### config.mk
export PLATFORM = sky130hd
export DESIGN_NAME = peri_switches_eventos
export DESIGN_NICKNAME = d
export VERILOG_FILES = /design/src/rtl/peri_switches_pkg.sv /design/src/rtl/detector_flancos.sv /design/src/rtl/peri_switches_eventos.sv
export SDC_FILE = /design/constraint.sdc
export NUM_CORES = 1
export LEC_CHECK = 0
export ABC_AREA = 0
export CAP_MARGIN = 0
export CORE_MARGIN = 8
export CORE_UTILIZATION = 45
export DETAILED_ROUTE_END_ITERATION = 10
export PLACE_DENSITY = 0.86
export SETUP_SLACK_MARGIN = 0.5
export SLEW_MARGIN = 20
export SYNTH_ARGS = -nofsm -noshare
export SYNTH_HDL_FRONTEND = slang
export SYNTH_SLANG_ARGS = --single-unit
### constraint.sdc
create_clock -name clk_i -period 1.25 [get_ports clk_i]
set_clock_uncertainty 0.05 [all_clocks]
set_input_delay 0.1875 -clock clk_i [delete_from_list [all_inputs] [get_ports clk_i]]
set_output_delay 0.1875 -clock clk_i [all_outputs]
set_load 0.01 [all_outputs]
### src/rtl/peri_switches_pkg.sv
// Shared definitions for the switch event peripheral: register offsets, register
// selects and the address decoder.
// Optional timestamp register is enabled by the SW_TIMESTAMP_EN macro (see top).
package peri_switches_pkg;

   localparam logic [31:0] OFF_DATA   = 32'h00;
   localparam logic [31:0] OFF_RISE   = 32'h04;
   localparam logic [31:0] OFF_FALL   = 32'h08;
   localparam logic [31:0] OFF_MASK   = 32'h0C;
   localparam logic [31:0] OFF_TSTAMP = 32'h10;

   typedef enum logic [2:0] {
      RegData,
      RegRise,
      RegFall,
      RegMask,
      RegTstamp,
      RegNone
   } sw_reg_e;

   // Maps a word-aligned byte offset onto a register select
   function automatic sw_reg_e decode_reg(input logic [31:0] off);
      sw_reg_e sel;
      case (off)
         OFF_DATA:   sel = RegData;
         OFF_RISE:   sel = RegRise;
         OFF_FALL:   sel = RegFall;
         OFF_MASK:   sel = RegMask;
         OFF_TSTAMP: sel = RegTstamp;
         default:    sel = RegNone;
      endcase
      return sel;
   endfunction

endpackage

### src/rtl/detector_flancos.sv
// Per-bit rising/falling edge detector. The first clock after reset release only
// primes the history register, so switches already on at reset raise no event.
module detector_flancos
   import peri_switches_pkg::*;
#(
   parameter int unsigned N_SW = 16
) (
   input  logic            clk_i,
   input  logic            reset_i,
   input  logic [N_SW-1:0] switches_i,
   output logic [N_SW-1:0] rise_o,
   output logic [N_SW-1:0] fall_o
);

   logic [N_SW-1:0] prev_q;
   logic            primed_q;

   // History register and priming bit
   always_ff @(posedge clk_i or negedge reset_i) begin
      if (!reset_i) begin
         prev_q   <= '0;
         primed_q <= 1'b0;
      end else begin
         prev_q   <= switches_i;
         primed_q <= 1'b1;
      end
   end

   // Edge events, suppressed until the history holds a real sample
   always_comb begin
      rise_o = '0;
      fall_o = '0;
      if (primed_q) begin
         rise_o = switches_i & ~prev_q;
         fall_o = ~switches_i & prev_q;
      end
   end

endmodule

### src/rtl/peri_switches_eventos.sv
// Switch event peripheral: edge detection into sticky W1C flags, per-switch irq mask,
// registered level interrupt and a small memory-mapped register window.
// Define SW_TIMESTAMP_EN to add a free-running cycle counter captured into TSTAMP (0x10)
// on any edge event; otherwise 0x10 is unmapped.
module peri_switches_eventos
   import peri_switches_pkg::*;
#(
   parameter int unsigned N_SW   = 16,
   parameter int unsigned ADDR_W = 5
) (
   input  logic              clk_i,
   input  logic              reset_i,
   input  logic [N_SW-1:0]   switches_i,
   input  logic [ADDR_W-1:0] addr_i,
   input  logic              we_i,
   input  logic              re_i,
   input  logic [31:0]       wdata_i,
   output logic [31:0]       rdata_o,
   output logic              irq_o
);

   logic [N_SW-1:0] rise_evt;
   logic [N_SW-1:0] fall_evt;
   logic [N_SW-1:0] rise_q, rise_d;
   logic [N_SW-1:0] fall_q, fall_d;
   logic [N_SW-1:0] mask_q, mask_d;
   logic [N_SW-1:0] wdata_sw;
   logic [31:0]     rdata_q, rdata_d;
   logic [31:0]     off;
   logic            irq_q;
   sw_reg_e         sel;

   // Bits above N_SW and the byte lane bits of the address carry no meaning
   logic unused_bits;
   assign unused_bits = ^{wdata_i, addr_i[1:0]};

   detector_flancos #(
      .N_SW(N_SW)
   ) u_detector (
      .clk_i     (clk_i),
      .reset_i   (reset_i),
      .switches_i(switches_i),
      .rise_o    (rise_evt),
      .fall_o    (fall_evt)
   );

`ifdef SW_TIMESTAMP_EN
   logic [31:0] cnt_q;
   logic [31:0] tstamp_q;

   // Free-running counter; one capture per cycle no matter how many bits toggled
   always_ff @(posedge clk_i or negedge reset_i) begin
      if (!reset_i) begin
         cnt_q    <= '0;
         tstamp_q <= '0;
      end else begin
         cnt_q <= cnt_q + 32'd1;
         if (|(rise_evt | fall_evt)) begin
            tstamp_q <= cnt_q;
         end
      end
   end
`endif

   // Address decode; TSTAMP is only mapped when the counter exists
   always_comb begin
      off = 32'(addr_i) & ~32'h3;
      sel = decode_reg(off);
`ifdef SW_TIMESTAMP_EN
      if (sel == RegTstamp) begin
         sel = RegTstamp;
      end
`else
      if (sel == RegTstamp) begin
         sel = RegNone;
      end
`endif
   end

   // Flag and mask next state; an event on the cleared bit wins over the W1C
   always_comb begin
      wdata_sw = wdata_i[N_SW-1:0];
      rise_d   = (rise_q & ~((we_i && sel == RegRise) ? wdata_sw : '0)) | rise_evt;
      fall_d   = (fall_q & ~((we_i && sel == RegFall) ? wdata_sw : '0)) | fall_evt;
      mask_d   = (we_i && sel == RegMask) ? wdata_sw : mask_q;
   end

   // Read mux on current register values, so a same-cycle write returns old data
   always_comb begin
      rdata_d = rdata_q;
      if (re_i) begin
         rdata_d = '0;
         unique case (sel)
            RegData: rdata_d[N_SW-1:0] = switches_i;
            RegRise: rdata_d[N_SW-1:0] = rise_q;
            RegFall: rdata_d[N_SW-1:0] = fall_q;
            RegMask: rdata_d[N_SW-1:0] = mask_q;
`ifdef SW_TIMESTAMP_EN
            RegTstamp: rdata_d = tstamp_q;
`else
            RegTstamp: rdata_d = '0;
`endif
            RegNone: rdata_d = '0;
            default: rdata_d = '0;
         endcase
      end
   end

   // State registers and the registered interrupt
   always_ff @(posedge clk_i or negedge reset_i) begin
      if (!reset_i) begin
         rise_q  <= '0;
         fall_q  <= '0;
         mask_q  <= '0;
         rdata_q <= '0;
         irq_q   <= 1'b0;
      end else begin
         rise_q  <= rise_d;
         fall_q  <= fall_d;
         mask_q  <= mask_d;
         rdata_q <= rdata_d;
         irq_q   <= |((rise_q | fall_q) & mask_q);
      end
   end

   assign rdata_o = rdata_q;
   assign irq_o   = irq_q;

endmodule
== Yosys cells after proc, flatten, opt, wreduce, memory -nomap -nowiden ==
Cells that the tools add are included.
Cells by class
  equality and inequality tests: 8
  $mul: 0
  div/mod/pow operators: 0
  add/subtract/negate cells: 0
  muxes and demuxes: 7
  shift-type cells: 0
  order comparisons: 0
  reductions and logical operators: 6
  bitwise gates (word level): 12
Operators with widths (count)
  $and 16x16->16: 5
  $mux 16: 4
  $not 16->16: 4
  $pmux 16 s4: 1
  $or 16x16->16: 3
  $logic_not 32->1: 1
  $reduce_or 16->1: 1
  $pmux 3 s5: 1
  $eq 3x2->1 const B: 4
  $eq 3x1->1 const B: 2
  $eq 3x3->1 const B: 2
  $logic_and 1x1->1: 3
  $logic_not 3->1: 1
  $mux 3: 1
Storage, ports and cells
  RAM bits: 0
  memory bits (read-only): 0
  bits of input ports: 57
  bits in latches: 0
  register bits after elaboration: 82
  logic and storage cells: 40
  memories kept: 0
  output and inout bits: 33

== Longest topological paths before layout ==
  depth after elaboration: 10
  depth in mapped cells: 6
  mapped depth without buffers: 3

== Cells and area by module ==
Synthesis repeated with hierarchy kept, for this count alone.
Unflattened totals
  cells, all modules: 316
  area, all modules: 3906.2 µm²
By module, submodules not included
  peri_switches_eventos: sequential area each 1626.6 µm², cells an instance 263, area an instance 3143.0 µm², instances 1
  detector_flancos: sequential area each 425.4 µm², cells an instance 53, area an instance 763.2 µm², instances 1

== Least setup slack after synthesis ==
OpenSTA, ideal clock, no wires.
  path kind: register to register
  start: register fall_q[5]
  end: register irq_q (netlist: irq_o)
  cell stages (with the launch flop): 4
  arrival time: 1.097 ns
  path slack: -0.035 ns
  data required time: 1.062 ns
  library setup time: 0.138 ns
  buffers on the path: 0
  cells stage by stage: dfrtp_1 o21ai_0 nand4_1 or4_1
On the way
  word-level cells in the longest chain between the ends: 3
RTL lines
  from (decl): line peri_switches_eventos.sv:25  | logic [N_SW-1:0] fall_q, fall_d;
  from (signal assigned): line peri_switches_eventos.sv:119  | fall_q <= fall_d;
  $or 16x16->16: line peri_switches_eventos.sv:122  | irq_q <= |((rise_q | fall_q) & mask_q);
  $and 16x16->16: line peri_switches_eventos.sv:122
  $reduce_or 16->1: line peri_switches_eventos.sv:122
  to (signal assigned): line peri_switches_eventos.sv:122
  to (decl): line peri_switches_eventos.sv:30  | logic irq_q;
Every way passes these cells.
A chain may end at the register's enable or synchronous reset.

== Final worst setup path ==
  start: register rise_q[2]
  end: register irq_q (netlist: irq_o)
On the way
  word-level cells in the longest chain between the ends: 3
RTL lines
  from (decl): line peri_switches_eventos.sv:24  | logic [N_SW-1:0] rise_q, rise_d;
  from (signal assigned): line peri_switches_eventos.sv:118  | rise_q <= rise_d;
  $or 16x16->16: line peri_switches_eventos.sv:122
  $and 16x16->16: line peri_switches_eventos.sv:122
  $reduce_or 16->1: line peri_switches_eventos.sv:122
Every way passes these cells.

==> impl_metrics.csv <==
group,metric,value,unit
status,status,"complete, but fails checks",
status,violations,"negative hold slack, negative setup slack",
sta,max_clock_freq,0.631,GHz
setup_path,crit_type,"reg -> reg",
final_layout,fillCellCount,443,
grt,antenna_found_initial,0,
routing,drcViolationCount,0,
clock_tree,cts_buffers,9,
setup_path,cp.arrival,1.76,ns
routing,top_layer_used,"met4",
sta,hold_viol,38,
routing,num_vias,3320,
pwr,ir_drop,639,µV
final_layout,final_layout_size_suffix_gt1_share,57.4,%
grt,grt_max_degree,31,
final_layout,diodes,0,
routing,routed-wl-met3,1.13,mm
place,gp_congestion,0.816,
worst_hold_path,hold_class,"in -> async",
logic_synthesis,synth-seq-cells,82,
routing,drtPass1Iterations,5,
logic_synthesis,yosysWarnings,0,
logic_synthesis,yosysUniqueCellTypes,24,
flow_run,max_cap_viol_count,0,
floorplan,dieHeight,107,µm
floorplan,row_count,33,
floorplan,die_width,107,µm
clock_tree,clkTransAtPathRegs,0.09,ns
floorplan,initial_core_util,46.0,%
sta,fin_ws,-0.335,ns
sta,finalSetupViolations,13,
final_layout,final_util,76.2,%
setup_path,cp.required,1.42,ns
pwr,total_power,7.74,mW
grt,grt_first_pass_wirelength,19.6,mm
sta,period_needed,1.58,ns
floorplan,dieArea,11500,µm²
routing,wire_per_inst,24.4,µm
clock_tree,cts_tree,"built",
place,numPortBuffers,55,
clock_tree,cts_sinks,82,
routing,drt-met1-wl,5.28,mm
final_layout,final_common_cell,"dfrtp_1",
clock_tree,cts_root_buf,"clkbuf_8",
setup_path,start_kind,"register",
pwr,power_density,1250,nW/µm²
routing,via_per_inst,5.71,
logic_synthesis,syn-cell-area,3740,µm²
setup_path,regToRegSetupSlack,-0.33,ns
setup_path,end_kind,"register",
grt,grt_usage,22.6,%
logic_synthesis,ys_seq_area_share,54.8,%
grt,grt_overflow,0,
grt,grt_pass1_vias,3451,
clock_tree,clk_latency,0.36,ns
routing,route.met2.wl,7.05,mm
sta,drv_slew,0,
place,dp_hpwl,7.05,mm
routing,drt_iter0_drc,247,
final_layout,area_delta_synth_final,65.6,%
setup_path,path_max_fanout,2,
clock_tree,cts_max_level,3,
final_layout,layout_common_cells,"dfrtp_1, buf_4, buf_6",
sta,final.period_utilization,127,%
final_layout,fin_nets,528,
floorplan,ioPinCount,90,
routing,drt.antenna.violating_nets,0,
pwr,cellLeakagePower,2.79,nW
floorplan,core,8130,µm²
routing,routed_wl,14.2,mm
logic_synthesis,syn_avg_cell_area,11.8,µm²
sta,hold_ws,-0.309,ns
sta,rsz0062_at_grt,"yes",
clock_tree,cts.path.max_buffers,2,
logic_synthesis,syn_inst,316,
==> metal layers <==
| metal | global-route usage (%) | up-vias |
|---|---|---|
| met2 | 36.3 | 206 |
| met5 | 0 | - |
| met3 | 5.94 | 54 |
| li1 | - | 1387 |
| met1 | 26.8 | 1673 |
| met4 | 12.9 | 0 |
==> cells by family (layout without fill, tap and decap cells) <==
kind of cell	after synthesis	after routing	share of synthesized area, %
simple gates	86	86	10.0
flops	82	82	54.8
compound gates	64	64	11.9
buf+inv	50	195	8.06
mux	32	32	15.0
other cells	2	17	0.201
==> where the power goes <==
part           internal (mW)  total, mW  switching (mW)
clock network           1.09       2.10            1.01
logic                   1.36       2.29           0.924
registers               3.00       3.35           0.350
total                   5.45       7.74            2.29
==> synth_stat cells <==
| cell | number | share of area, % |
|---|---|---|
| o21ai_1 | 10 | 1.3 |
| mux2_1 | 2 | 0.60 |
| nand2_1 | 77 | 7.7 |
| a32o_1 | 3 | 0.80 |
| mux4_2 | 10 | 6.0 |
| clkbuf_2 | 1 | 0.13 |
| buf_12 | 1 | 0.53 |
| mux2_2 | 14 | 4.2 |
| nand4b_4 | 1 | 0.64 |
| buf_2 | 2 | 0.27 |
| conb_1 | 2 | 0.20 |
| buf_6 | 3 | 0.90 |
| nor4bb_1 | 1 | 0.27 |
| and4bb_2 | 1 | 0.33 |
| or4_1 | 1 | 0.20 |
| nand4_1 | 4 | 0.67 |
| nor2b_1 | 1 | 0.17 |
| clkbuf_1 | 5 | 0.50 |
| dfrtp_1 | 82 | 55 |
| o21ai_0 | 22 | 2.9 |
| inv_1 | 19 | 1.9 |
| o2bb2ai_1 | 29 | 6.8 |
| mux4_1 | 6 | 4.2 |
| buf_4 | 19 | 3.8 |
==> worst max-delay path, cell delays in order (launching register included) <==
cell and delay (ns):
dfrtp_1 0.43, o21ai_0 0.29, nand4_1 0.14, or4_4 0.54
==> flip-flops by register name (all words and copies together) (netlist names) <==
name / flops
mask_q: 16
fall_q: 16
rise_q: 16
u_detector.primed_q: 1
u_detector.prev_q: 16
irq_o: 1
rdata_o: 16
==> repair_timing <==
item	4_1_cts	5_1_grt
endpoints found under the setup margin	82	82
resized for setup	223	55
cloned	5	0
buffers inserted	23	16
endpoints found under the hold margin	25	25
pin swaps	46	23
==> final timing paths <==
check / end / depth (start not counted) / startpoint
max in group asynchronous: u_detector.primed_q / 2 / reset_i
worst max-delay path: irq_o / 3 / rise_q[2]
min in group clk_i: rdata_o[9] / 5 / addr_i[4]
worst max register to register: irq_o / 3 / rise_q[2]
worst min-delay path: mask_q[10] / 1 / reset_i
worst min register to register: rise_q[7] / 1 / u_detector.prev_q[7]
==> final cells by class <==
cell class	instances	area [µm²]	area share (%)
clock buffer	12	165	2.67
timing repair buffer	160	1640	26.4
tap	105	131	2.12
clock inverter	4	48.8	0.787
sequential	82	2050	33.1
inverter	19	71.3	1.15
multi-input combinational	199	2090	33.7
==> through the flow <==
stage / std cells / TNS [ns] / setup WS, ns / area [µm²]
after global routing: 581 / -1.68 / -0.378 / 6200
final: 581 / -1.27 / -0.335 / 6200
after CTS: 565 / -0.501 / -0.218 / 5770
after floorplan: 331 / -0.00356 / -0.00356 / 3860
after global placement: 521 / -28.29 / -0.580 / 4810
after detailed placement: 521 / -31.07 / -0.607 / 4810
No activity file was read; power rests on OpenSTA's default activity.
